<file path="src/rtl/rf_write_arbiter_if.sv">
`default_nettype none
// ============================================================================
// Module      : rf_write_arbiter_if
// Description : Bundles the two register-file write requesters, the
//               pending-write scoreboard check and the register-file write
//               port into one connection for rf_write_arbiter.
// Revision    : 1.0 - initial release
// ============================================================================
interface rf_write_arbiter_if;
    // Requester A: pipeline writeback
    logic        a_wena;
    logic [4:0]  a_waddr;
    logic [31:0] a_wdata;
    // Requester B: long-latency writeback (valid/ready)
    logic        b_valid;
    logic        b_ready;
    logic [4:0]  b_waddr;
    logic [31:0] b_wdata;
    // Scoreboard issue / check
    logic        iss_valid;
    logic [4:0]  iss_addr;
    logic [4:0]  chk_addr1;
    logic [4:0]  chk_addr2;
    logic        hazard;
    logic        stall_req;
    // Register-file write port
    logic        rf_wena;
    logic [4:0]  rf_waddr;
    logic [31:0] rf_wdata;
    logic [1:0]  fifo_cnt;

    // Pipeline / long-latency side
    modport master (
        output a_wena, a_waddr, a_wdata,
        output b_valid, b_waddr, b_wdata,
        output iss_valid, iss_addr, chk_addr1, chk_addr2,
        input  b_ready, hazard, stall_req,
        input  rf_wena, rf_waddr, rf_wdata, fifo_cnt
    );

    // Arbiter side
    modport slave (
        input  a_wena, a_waddr, a_wdata,
        input  b_valid, b_waddr, b_wdata,
        input  iss_valid, iss_addr, chk_addr1, chk_addr2,
        output b_ready, hazard, stall_req,
        output rf_wena, rf_waddr, rf_wdata, fifo_cnt
    );
endinterface
`default_nettype wire

</file>
<file path="src/rtl/rf_write_arbiter.sv">
`default_nettype none
// ============================================================================
// Module      : rf_write_arbiter
// Description : Shares the single register-file write port between the
//               pipeline writeback (fixed priority) and a 2-entry buffered
//               long-latency writeback, tracks pending long-latency
//               destinations for RAW detection, and requests pipeline stalls
//               so buffered results cannot starve.
// Revision    : 1.0 - initial release
// ============================================================================
module rf_write_arbiter #(
    parameter int STARVE_MAX = 4
) (
    input  wire logic          clk,
    input  wire logic          rst,
    rf_write_arbiter_if.slave  bus
);

    localparam logic [3:0] c_AGE_MAX   = 4'd15;
    localparam logic [3:0] c_AGE_LIMIT = 4'(STARVE_MAX - 1);

    // B buffer storage and control
    logic [4:0]  r_mem_addr [2];
    logic [31:0] r_mem_data [2];
    logic        r_rd_ptr;
    logic        r_wr_ptr;
    logic [1:0]  r_cnt;
    logic [3:0]  r_age;
    logic [31:0] r_pending;

    // Registered write port
    logic        r_rf_wena;
    logic [4:0]  r_rf_waddr;
    logic [31:0] r_rf_wdata;

    logic        w_b_ready;
    logic        w_accept;
    logic        w_push;
    logic        w_a_sel;
    logic        w_pop;
    logic [4:0]  w_head_addr;
    logic [31:0] w_head_data;
    logic [1:0]  w_cnt_nxt;
    logic [31:0] w_pending_nxt;

    // Room is judged on the registered count only, so a same-cycle pop
    // never lets a third result in.
    assign w_b_ready   = !rst && (r_cnt != 2'd2);
    assign w_accept    = bus.b_valid && w_b_ready;
    // Handshakes to x0 complete but are never buffered.
    assign w_push      = w_accept && (bus.b_waddr != 5'd0);
    assign w_a_sel     = bus.a_wena && (bus.a_waddr != 5'd0);
    assign w_pop       = !w_a_sel && (r_cnt != 2'd0);
    assign w_head_addr = r_mem_addr[r_rd_ptr];
    assign w_head_data = r_mem_data[r_rd_ptr];

    // Occupancy update from this cycle's push and pop
    always_comb begin
        w_cnt_nxt = r_cnt;
        case ({w_push, w_pop})
            2'b10:   w_cnt_nxt = r_cnt + 2'd1;
            2'b01:   w_cnt_nxt = r_cnt - 2'd1;
            default: w_cnt_nxt = r_cnt;
        endcase
    end

    // Scoreboard update: clear on drain first, so a same-cycle issue wins
    always_comb begin
        w_pending_nxt = r_pending;
        if (w_pop) begin
            w_pending_nxt[w_head_addr] = 1'b0;
        end
        if (bus.iss_valid && (bus.iss_addr != 5'd0)) begin
            w_pending_nxt[bus.iss_addr] = 1'b1;
        end
    end

    // Two-entry FIFO holding accepted B results in acceptance order
    always_ff @(posedge clk) begin
        if (rst) begin
            r_cnt    <= 2'd0;
            r_rd_ptr <= 1'b0;
            r_wr_ptr <= 1'b0;
        end else begin
            if (w_push) begin
                r_mem_addr[r_wr_ptr] <= bus.b_waddr;
                r_mem_data[r_wr_ptr] <= bus.b_wdata;
                r_wr_ptr             <= ~r_wr_ptr;
            end
            if (w_pop) begin
                r_rd_ptr <= ~r_rd_ptr;
            end
            r_cnt <= w_cnt_nxt;
        end
    end

    // Pending-write bits for issued B destinations
    always_ff @(posedge clk) begin
        if (rst) begin
            r_pending <= '0;
        end else begin
            r_pending <= w_pending_nxt;
        end
    end

    // Saturating count of cycles the buffer head has waited without draining
    always_ff @(posedge clk) begin
        if (rst || (r_cnt == 2'd0) || w_pop) begin
            r_age <= 4'd0;
        end else if (r_age != c_AGE_MAX) begin
            r_age <= r_age + 4'd1;
        end
    end

    // Write-port arbitration: A first, then buffer head; address/data hold when idle
    always_ff @(posedge clk) begin
        if (rst) begin
            r_rf_wena  <= 1'b0;
            r_rf_waddr <= 5'd0;
            r_rf_wdata <= 32'd0;
        end else if (w_a_sel) begin
            r_rf_wena  <= 1'b1;
            r_rf_waddr <= bus.a_waddr;
            r_rf_wdata <= bus.a_wdata;
        end else if (w_pop) begin
            r_rf_wena  <= 1'b1;
            r_rf_waddr <= w_head_addr;
            r_rf_wdata <= w_head_data;
        end else begin
            r_rf_wena  <= 1'b0;
        end
    end

    assign bus.b_ready   = w_b_ready;
    assign bus.hazard    = !rst && (r_pending[bus.chk_addr1] | r_pending[bus.chk_addr2]);
    // Age only rises while something is buffered; the occupancy term keeps
    // STARVE_MAX=1 from stalling an empty buffer.
    assign bus.stall_req = !rst && ((r_cnt == 2'd2) ||
                                    ((r_cnt != 2'd0) && (r_age >= c_AGE_LIMIT)));
    assign bus.rf_wena   = r_rf_wena;
    assign bus.rf_waddr  = r_rf_waddr;
    assign bus.rf_wdata  = r_rf_wdata;
    assign bus.fifo_cnt  = r_cnt;

endmodule
`default_nettype wire

</file>
<file path="src/flat_wrapper.sv">
// flat-port wrapper written by rule: the top's interface ports become plain ports
module rf_write_arbiter_flat 
#(
    parameter int STARVE_MAX = 4
)
  (clk, rst, bus_a_wena, bus_a_waddr, bus_a_wdata, bus_b_valid, bus_b_waddr, bus_b_wdata, bus_iss_valid, bus_iss_addr, bus_chk_addr1, bus_chk_addr2, bus_b_ready, bus_hazard, bus_stall_req, bus_rf_wena, bus_rf_waddr, bus_rf_wdata, bus_fifo_cnt);
  rf_write_arbiter_if bus_i ();
  input  wire logic clk;
  input  wire logic rst;
  input wire logic [$bits(bus_i.a_wena)-1:0] bus_a_wena;
  input wire logic [$bits(bus_i.a_waddr)-1:0] bus_a_waddr;
  input wire logic [$bits(bus_i.a_wdata)-1:0] bus_a_wdata;
  input wire logic [$bits(bus_i.b_valid)-1:0] bus_b_valid;
  input wire logic [$bits(bus_i.b_waddr)-1:0] bus_b_waddr;
  input wire logic [$bits(bus_i.b_wdata)-1:0] bus_b_wdata;
  input wire logic [$bits(bus_i.iss_valid)-1:0] bus_iss_valid;
  input wire logic [$bits(bus_i.iss_addr)-1:0] bus_iss_addr;
  input wire logic [$bits(bus_i.chk_addr1)-1:0] bus_chk_addr1;
  input wire logic [$bits(bus_i.chk_addr2)-1:0] bus_chk_addr2;
  output wire logic [$bits(bus_i.b_ready)-1:0] bus_b_ready;
  output wire logic [$bits(bus_i.hazard)-1:0] bus_hazard;
  output wire logic [$bits(bus_i.stall_req)-1:0] bus_stall_req;
  output wire logic [$bits(bus_i.rf_wena)-1:0] bus_rf_wena;
  output wire logic [$bits(bus_i.rf_waddr)-1:0] bus_rf_waddr;
  output wire logic [$bits(bus_i.rf_wdata)-1:0] bus_rf_wdata;
  output wire logic [$bits(bus_i.fifo_cnt)-1:0] bus_fifo_cnt;
  assign bus_i.a_wena = bus_a_wena;
  assign bus_i.a_waddr = bus_a_waddr;
  assign bus_i.a_wdata = bus_a_wdata;
  assign bus_i.b_valid = bus_b_valid;
  assign bus_i.b_waddr = bus_b_waddr;
  assign bus_i.b_wdata = bus_b_wdata;
  assign bus_i.iss_valid = bus_iss_valid;
  assign bus_i.iss_addr = bus_iss_addr;
  assign bus_i.chk_addr1 = bus_chk_addr1;
  assign bus_i.chk_addr2 = bus_chk_addr2;
  assign bus_b_ready = bus_i.b_ready;
  assign bus_hazard = bus_i.hazard;
  assign bus_stall_req = bus_i.stall_req;
  assign bus_rf_wena = bus_i.rf_wena;
  assign bus_rf_waddr = bus_i.rf_waddr;
  assign bus_rf_wdata = bus_i.rf_wdata;
  assign bus_fifo_cnt = bus_i.fifo_cnt;
  rf_write_arbiter #(.STARVE_MAX(STARVE_MAX)) u_core (.clk(clk), .rst(rst), .bus(bus_i));
endmodule
</file>
<file path="config.mk">
export PLATFORM = sky130hd
export DESIGN_NAME = rf_write_arbiter_flat
export DESIGN_NICKNAME = d
export VERILOG_FILES = /design/src/rtl/rf_write_arbiter_if.sv /design/src/rtl/rf_write_arbiter.sv /design/src/flat_wrapper.sv
export SDC_FILE = /design/constraint.sdc
export NUM_CORES = 1
export LEC_CHECK = 0
export CORE_AREA = 2 2 190 99
export CTS_CLUSTER_DIAMETER = 40
export DETAILED_ROUTE_END_ITERATION = 10
export DIE_AREA = 0 0 192 101
export GPL_TIMING_DRIVEN = 0
export PLACE_DENSITY = 0.58
export SYNTH_ARGS = -nofsm -noshare
export SYNTH_HDL_FRONTEND = slang
export SYNTH_SLANG_ARGS = --single-unit
export TNS_END_PERCENT = 10
</file>
<file path="constraint.sdc">
create_clock -name clk -period 4.4 [get_ports clk]
set_input_delay 0.88 -clock clk [delete_from_list [all_inputs] [get_ports clk]]
set_output_delay 0.88 -clock clk [all_outputs]
set_load 0.005 [all_outputs]
</file>
# Yosys cells after proc, flatten, opt, wreduce, memory -nomap -nowiden

Memory sizes are Yosys's and may differ from the RTL's. A register that Yosys moved wholly into a read port is not among the register bits.
Index checks and enable logic that the tools add are counted.

Bits in registers: 78
Memories kept: 2
Input port bits: 94
RAM bits: 74

Memories:

| name              | words | bits a word | read ports | clocked after Yosys merged registers in | write ports | RTL line               | source |
|---|---|---|---|---|---|---|---|
| u_core.r_mem_data | 2     | 32          | 1          | 1                                       | 1           | rf_write_arbiter.sv:24 | `logic [31:0] r_mem_data [2];` |
| u_core.r_mem_addr | 2     | 5           | 1          | 1                                       | 1           | rf_write_arbiter.sv:23 | `logic [4:0] r_mem_addr [2];` |

Mux-type cells: 24
Eq/ne operators: 5
$lt $le $gt $ge: 7
$add $sub $neg: 3
Bitwise operators: 6
Reduce and logical (&&, ||, !) cells: 23

Operators by type and width:

| kind                  | count |
|---|---|
| $mux W32              | 4 |
| $and A32 B32 Y32      | 1 |
| $not A32 Y32          | 1 |
| $or A32 B32 Y32       | 1 |
| $lt A5 B6 Y1 const B  | 4 |
| $reduce_bool A5 Y1    | 3 |
| $mux W1               | 13 |
| $logic_and A1 B1 Y1   | 11 |
| $bmux W1 S5           | 2 |
| $demux W1 S5          | 2 |
| $ge A5 B1 Y1 const B  | 2 |
| $mux W5               | 2 |
| $reduce_bool A2 Y1    | 3 |
| $add A4 B1 Y4 const B | 1 |
| $eq A2 B2 Y1 const B  | 2 |
| $ge A4 B2 Y1 const B  | 1 |
| $ne A4 B4 Y1 const B  | 1 |
| $pmux W2 S2           | 1 |
| $logic_or A1 B1 Y1    | 3 |
| $add A2 B1 Y2 const B | 1 |
| $eq A2 B1 Y1 const B  | 1 |
| $logic_not A1 Y1      | 2 |
| $logic_not A2 Y1      | 1 |
| $ne A2 B2 Y1 const B  | 1 |
| 3 further kinds       | 4 |

# Logic depth before layout (Yosys ltp)

Gate-level depths: netlist of run 1.

Depth after elaboration: 9
Gate-level depth with buffers: 7
Depth with buffers taken out: 7

# Worst setup path after synthesis of run 1

Ideal clock, no wire load.

Path kind: in2reg
From: input rst
To: memory u_core.r_mem_addr[0][0] (enable)
Arrival time: 2.991 ns
Data required time: 3.969 ns
Buffers on the path: 1
Cell stages on the path: 4
Library setup time: 0.431 ns
Path slack: 0.978 ns
Path through: clkbuf_1 a21oi_1 o211ai_2 nor2_1

Word-level cells in the longest chain between the ends: 7

Ends and longest elaborated chain:

| item                          | RTL line               | source |
|---|---|---|
| start: declaration            | flat_wrapper.sv:9      | `input wire logic rst;` |
| $logic_not A1 Y1              | rf_write_arbiter.sv:48 | `assign w_b_ready = !rst && (r_cnt != 2'd2);` |
| $logic_and A1 B1 Y1           | rf_write_arbiter.sv:48 |  |
| named net bus_b_ready         | flat_wrapper.sv:20     | `output wire logic [$bits(bus_i.b_ready)-1:0] bus_b_ready;` |
| $logic_and A1 B1 Y1           | rf_write_arbiter.sv:49 | `assign w_accept = bus.b_valid && w_b_ready;` |
| $logic_and A1 B1 Y1           | rf_write_arbiter.sv:51 | `assign w_push = w_accept && (bus.b_waddr != 5'd0);` |
| $mux W1                       | rf_write_arbiter.sv:85 | `if (w_push) begin` |
| $mux W1                       | rf_write_arbiter.sv:80 | `if (rst) begin` |
| $mux W1 (not written as such) | rf_write_arbiter.sv:86 | `r_mem_addr[r_wr_ptr] <= bus.b_waddr;` |
| end: declaration              | rf_write_arbiter.sv:23 |  |

The timed path passes the listed nets, and every way through them passes these cells.

# Worst setup path after layout of run 1

From: input bus_chk_addr2[0]
To: output bus_hazard

Word-level cells in the longest chain between the ends: 4

Ends and longest elaborated chain:

| item                          | RTL line                | source |
|---|---|---|
| start: declaration            | flat_wrapper.sv:19      | `input wire logic [$bits(bus_i.chk_addr2)-1:0] bus_chk_addr2;` |
| $bmux W1 S5                   | rf_write_arbiter.sv:135 | `assign bus.hazard = !rst && (r_pending[bus.chk_addr1] \| r_pending[bus.chk_addr2]);` |
| $mux W1 (not written as such) | rf_write_arbiter.sv:135 |  |
| $or A1 B1 Y1                  | rf_write_arbiter.sv:135 |  |
| $logic_and A1 B1 Y1           | rf_write_arbiter.sv:135 |  |
| end: declaration              | flat_wrapper.sv:21      | `output wire logic [$bits(bus_i.hazard)-1:0] bus_hazard;` |

No other way between the ends. The select of a mux whose other input is x is not followed.

==> impl_metrics.ini, run 1 <==
[sta]
fmax_mhz = 271.0
fin_crit_ns = 3.690
finalHoldViolations = 0
tightest_slew_ns = 0.7625
min_period_over_period_pct = 83.85
drv_slew = 0
tns_ns = 0
slew_headroom_pct = 49.17
setup_violations = 0
grt_setup_unrepaired = no
setup_slack_ns = 0.7105
clock_skew_ns = 0.008413

[place]
hpwl_um = 14370
pre_cts_ws_ns = 0.7529
placed_area_um2 = 8252
gp_congestion = 0.8836
port-buffer-count = 129

[setup_path]
rrSetupSlack_ns = 2.24
timing.rr.end = u_core.bus.fifo_cnt[1]
endpoint = bus_hazard
worstRegToRegCells = 6
end_kind = output port
critPathLaunchType = primary input
cp.required_ns = 3.52
critPathKind = in2out
r2r_start = u_core.bus.fifo_cnt[0]
critPathArrivalTime_ns = 2.81
critical_path.max_fanout = 9
crit_start = bus_chk_addr2[0]

[clocking]
cts_resized = 0
cts_buffers = 17
insertion_delay_ns = 0.43
clock_path_buffers = 2
clkSinkCount = 153
htreeDepth = 4
ctsHoldBuffers = 0
cts_setup_buffers = 0
clkTransAtPathRegs_ns = 0.06
cts_tree = yes
cts-root-buf = clkbuf_16

[synth]
synth.avg_cell_area_um2 = 11.14
syn-num-nets = 689
synth_ff_type = dfxtp_1
synth_seq_cells = 153
synth_edf_count = 74
ys_warn_count = 0
synth_area_um2 = 6605
synth-async-reset-ratio_pct = 0
yosys.cell_types.count = 42
ys_seq_area_share_pct = 57.59
netlist_instances = 593

[power_and_ir_drop]
p_leak_nw = 2.951
switching_share_pct = 32.49
powerDensity_nw_per_um2 = 494.9
power.share.combinational_pct = 27.1
peakVddDrop_v = 0.0003429
pwr-share-clk_pct = 33.8
switching_power_mw = 1.423
intPower_mw = 2.957
power_frac_seq_pct = 39.1

[flow_run]
maxCapViolations = 0

[route]
drc = 0
drt_first_pass_iters = 8
vias = 5323
vias_per_cell = 5.339
detail-route-antenna-nets = 0
wire_per_inst_um = 19.50
drt_iter0_drc = 482
drt-total-wl_um = 19440

[die]
dieHeight_um = 101
core-area_um2 = 17870
ios = 137
rows = 35
die_w_um = 192
die_area_um2 = 19390
start_util_pct = 36.97

[final_layout]
seq_area_um2 = 3804
area_delta_synth_final_pct = 33.98
fin_util_pct = 49.53
multi_input_area_um2 = 2604
mostFrequentLayoutCells = clkdlybuf4s50_1, nand2_1, dfxtp_1
mostFrequentLayoutCell = clkdlybuf4s50_1
final_area_um2 = 8850
drive_gt1_share_pct = 10.58
final_nets = 839
n_fill_cell = 1595

[global_route]
grt_pass1_vias = 5137
grt_pass1_wl_um = 29340
antenna_found_initial = 2
grt_overflow = 0
grt_max_degree = 30
track_usage_pct = 20.48

[status]
status = complete, no violations

[min_path]
hp-class = reg2reg
[synthesized netlist by cell type, types with 3 or more instances]
cell type	count	share of area [%]
nor3b_1	5	0.57
buf_6	5	0.85
mux4_2	14	4.8
nand2b_1	5	0.47
nand4_2	8	1.5
nand3_1	3	0.23
o211ai_1	40	4.5
o21ai_1	27	2.0
mux2i_1	41	6.2
o21ai_0	7	0.53
buf_1	5	0.28
nor2b_1	5	0.47
dfxtp_1	79	24
edfxtp_1	74	34
nor2_1	22	1.3
clkbuf_1	20	1.1
a21oi_1	73	5.5
nand2_1	112	6.4
nor3_1	7	0.53
xnor2_1	4	0.53
buf_2	7	0.53
[how the worst min path moves through the flow]
stage | start | to | slack [ns] | cells past startpoint
6_report | u_core.r_pending[2] | u_core.r_pending[2] | 0.50 | 2
5_1_grt | u_core.r_pending[2] | u_core.r_pending[2] | 0.53 | 2
4_1_cts | u_core.r_pending[1] | u_core.r_pending[1] | 0.50 | 2
3_5_place_dp | u_core.r_pending[1] | u_core.r_pending[1] | 0.50 | 2
3_3_place_gp | u_core.r_pending[30] | u_core.r_pending[30] | 0.49 | 2
2_1_floorplan | u_core.r_pending[22] | u_core.r_pending[22] | 0.46 | 2
[power by group through the flow]
stage	Combinational [mW]	Sequential [mW]	Clock [mW]
global placement	1.16	1.74	0
detailed placement	1.18	1.74	0
CTS	1.19	1.71	1.49
finish	1.19	1.71	1.48
floorplan	0.667	1.73	0
global route	1.30	1.73	1.55
[flip-flops by register name, summed over array words and instances (netlist names), named ones only]
| name | flops |
|---|---|
| u_core.bus.fifo_cnt | 2 |
| u_core.bus.rf_wdata | 32 |
| u_core.bus.rf_waddr | 5 |
| u_core.r_age | 4 |
| u_core.r_mem_data | 64 |
| u_core.r_rd_ptr | 1 |
| u_core.r_pending | 32 |
| u_core.bus.rf_wena | 1 |
| u_core.r_wr_ptr | 1 |
| u_core.r_mem_addr | 10 |
[final cells by class]
type	count	share of cell area [%]
multi-input combinational	398	29.42
antenna	1	0.02828
clock inverter	15	1.923
inverter	2	0.08483
buffer	40	2.319
sequential	153	42.98
clock buffer	17	4.807
tap	240	3.393
timing repair buffer	131	15.04
[per-stage QoR]
stage	cells	hold WS, ns	power [mW]
after floorplan	593	0.4604	2.399
after CTS	996	0.5046	4.387
after global placement	962	0.4939	2.895
after global routing	996	0.5311	4.580
after detailed placement	964	0.4959	2.920
final	997	0.5043	4.380
[cells by family after synthesis]
family	share of synthesized area [%]
buffers and inverters	3.220
AND/OR/NAND/NOR	12.90
flip-flops	57.59
multiplexers	11.95
XOR/XNOR	0.6630
adder cells (fa/ha/maj)	0.3788
AO/OA/AOI/OAI	13.30
[routing by layer]
| layer | up-vias | global-route usage (%) | share of wire [%] |
|---|---|---|---|
| li1 | 2495 | - | - |
| met2 | 259 | 27.96 | 40 |
| met1 | 2546 | 31.00 | 49 |
| met4 | 2 | 5.637 | 0.77 |
| met3 | 21 | 6.126 | 9.7 |
| met5 | - | 0 | 0.062 |
[worst max-delay path, stage by stage]
cell and delay (ns):
buf_6 0.12, mux4_1 0.59, a22oi_1 0.18, o211ai_1 0.12, nor4_1 0.29, a21oi_1 0.13
clkdlybuf4s50_1 0.50
Note: power is estimated with default switching activity, not from simulation.
==> run 2, diff against run 1 <==
==> constraint.sdc (replaced) <==
create_clock -name clk -period 3.42 [get_ports clk]
set_input_delay 0.684 -clock clk [delete_from_list [all_inputs] [get_ports clk]]
set_output_delay 0.684 -clock clk [all_outputs]
set_load 0.005 [all_outputs]
==> results of run 2 <==
Same layout as run 1 (identical final DEF). Status: complete, no violations.
Among the figures that moved: setup slack after placement 0.7529 ns -> 0.1649 ns; setup slack after layout 0.7105 ns -> 0.1225 ns; register-to-register setup slack 2.24 ns -> 1.26 ns; total power 4.380 mW -> 5.635 mW; worst IR drop on VDD 0.0003429 V -> 0.0004411 V
==> run 3, diff against run 2 <==
--- a/config.mk
+++ b/config.mk
@@ -5,10 +5,11 @@
 export SDC_FILE = /design/constraint.sdc
 export NUM_CORES = 1
 export LEC_CHECK = 0
-export CORE_AREA = 2 2 190 99
+export ABC_AREA = 1
+export CORE_AREA = 2 2 191 99
 export CTS_CLUSTER_DIAMETER = 40
 export DETAILED_ROUTE_END_ITERATION = 10
-export DIE_AREA = 0 0 192 101
+export DIE_AREA = 0 0 193 101
 export GPL_TIMING_DRIVEN = 0
 export PLACE_DENSITY = 0.58
 export SYNTH_ARGS = -nofsm -noshare
==> run 3 against run 2 <==
Compared with the run above:
- global-route usage increased by 0.33 points
- register-to-register slack better by 0.06 ns
- via count grew 7.4%
- routed wire length up 0.64%
- power is 13% lower
- hold slack got worse by 0.049 ns
- critical endpoint unchanged
==> impl_metrics.ini, run 3 <==
[status]
status = complete, no violations

[setup_path]
cpPeakStageDelay_ns = 0.57
critPathArrivalTime_ns = 2.62
cp.buffers_inverters = 3
critPathMostFrequentCell = nand2_1
cp_top_family = buffers and inverters
critPathLaunchType = primary input
cp_cell_sequence = clkdlybuf4s50_1 > inv_1 > nand3_1 > nand2_1 > nand2_1 > nand3_1 > nand2_1 > a21oi_1 > clkdlybuf4s50_1
cp.required_ns = 2.74
slowest_stage = clkdlybuf4s50_1
critPathKind = in2out
critical_path.max_fanout = 5
end_kind = output port

[clocking]
clock_path_buffers = 2
cts_setup_buffers = 0
cts_buffers = 17
ctsHoldBuffers = 0
clkTransAtPathRegs_ns = 0.06
insertion_delay_ns = 0.42
cts_tree = yes
cts-root-buf = clkbuf_16
htreeDepth = 4
clkSinkCount = 153
cts_resized = 1

[route]
vias = 5715
drc = 0
wire_per_inst_um = 16.98
detail-route-antenna-nets = 0
vias_per_cell = 4.961
drt_first_pass_iters = 6
drt_iter0_drc = 510
drt-total-wl_um = 19560

[sta]
setup_violations = 0
finalHoldViolations = 0
slew_headroom_pct = 44.72
fmax_mhz = 302.4
grt_setup_unrepaired = no
clock_skew_ns = 0.008615
fin_crit_ns = 3.307
tightest_slew_ns = 0.8262
min_period_over_period_pct = 96.68
drv_slew = 0
setup_slack_ns = 0.1134

[power_and_ir_drop]
power_frac_seq_pct = 42.8
pwr-share-clk_pct = 40.2
powerDensity_nw_per_um2 = 543.8
switching_share_pct = 26.26
p_leak_nw = 3.387
switching_power_mw = 1.280
power.share.combinational_pct = 16.9
total_power_mw = 4.876
peakVddDrop_v = 0.0003709
intPower_mw = 3.595

[synth]
synth-async-reset-ratio_pct = 0
synth.avg_cell_area_um2 = 8.924
ys_warn_count = 0
synth_area_leader_cell = edfxtp_1
yosys-top-cells-area = edfxtp_1, dfxtp_1, nand2_1
synth_commonest_cells = nand2_1, dfxtp_1, edfxtp_1
synth_ff_type = dfxtp_1
synth_top_cell_area_share_pct = 33.38
yosys.cell_types.count = 34
synth_seq_cells = 153
synth_area_um2 = 6658
netlist_instances = 746
syn-num-nets = 842
synth_most_common_cell = nand2_1
synth_edf_count = 74
ys_seq_area_share_pct = 57.13

[final_layout]
area_delta_synth_final_pct = 34.67
drive_gt1_share_pct = 8.991
mostFrequentLayoutCells = nand2_1, clkdlybuf4s50_1, dfxtp_1
n_fill_cell = 1682
largest_reg_flops = 64
diodes = 0
top_register = u_core.r_mem_data
final_nets = 995
mostFrequentLayoutCell = nand2_1

[global_route]
grt_overflow = 0
antenna_found_initial = 0
grt_max_degree = 28
grt_pass1_vias = 5283
track_usage_pct = 20.80
grt_pass1_wl_um = 30040

[place]
pre_cts_ws_ns = -0.03917
port-buffer-count = 132
hpwl_um = 14740
gp_congestion = 0.8431

[die]
dieHeight_um = 101
die_w_um = 193
ios = 137
start_util_pct = 37.08
rows = 35
die_area_um2 = 19490
core-area_um2 = 17950

[flow_run]
maxCapViolations = 0

[min_path]
hp-class = reg2reg
run 3: worst register-to-register path, delay by kind of cell (launching register included):
| family | cells | cell delay, ns |
|---|---|---|
| buffers and inverters | 2 | 0.36 |
| AND/OR/NAND/NOR | 2 | 0.85 |
| AO/OA/AOI/OAI | 1 | 0.13 |
| flip-flops | 1 | 0.46 |
run 3: area by class of cell:
type / instances / area [um2] / share of cell area, %
multi-input combinational: 501 / 2475 / 27.60
inverter: 60 / 225.2 / 2.512
clock buffer: 24 / 546.8 / 6.098
sequential: 153 / 3804 / 42.42
buffer: 32 / 170.2 / 1.898
tap: 240 / 300.3 / 3.349
timing repair buffer: 134 / 1369 / 15.27
clock inverter: 8 / 76.32 / 0.8512
run 3: stage by stage:
step                utilization [%]  cells  area (um2)  hold slack, ns  setup TNS, ns
finish                        49.94   1152        8966          0.4551              0
global route                  49.94   1152        8966          0.5037              0
detailed placement            46.46   1120        8342          0.4484       -0.03917
CTS                           49.94   1152        8966          0.4562              0
floorplan                         -    746        6658          0.4258              0
global placement              46.11   1118        8279          0.4404         -92.27
run 3: final timing paths:
check | start | to | slack (ns) | cells past startpoint
worst min register to register | u_core.r_rd_ptr | u_core.r_rd_ptr | 0.46 | 1
worst max register to register | u_core.bus.fifo_cnt[0] | u_core.r_mem_data[0][22] | 1.32 | 5
worst max-delay path | bus_chk_addr2[2] | bus_hazard | 0.11 | 9
worst min-delay path | u_core.r_rd_ptr | u_core.r_rd_ptr | 0.46 | 1
run 3: cell families (layout without fill, tap and decap cells):
family	Yosys count	in the layout	synth area share [%]
DFF	153	153	57.13
adders and majority gates	2	2	0.3758
xor gates and xnor gates	1	1	0.1316
and+or+nand+nor	323	323	20.24
muxes	21	21	3.157
AOI/OAI and AO/OA	154	154	13.04
buffers and inverters	92	258	5.920
run 3: layer usage:
layer  part of all wire [%]  global-route usage [%]  wire [um]
met1                     54                   33.74      10520
met5                      0                       0          0
met3                    9.0                   5.465       1766
met2                     37                   26.80       7166
met4                   0.56                   4.254        109
run 3: power by group through the flow:
| stage | clock network, mW | logic (mW) | registers (mW) |
|---|---|---|---|
| finish | 1.96 | 0.825 | 2.09 |
| global route | 2.06 | 0.904 | 2.10 |
| CTS | 1.97 | 0.825 | 2.09 |
| detailed placement | 0 | 0.820 | 2.13 |
| global placement | 0 | 0.807 | 2.13 |
| floorplan | 0 | 0.405 | 2.12 |
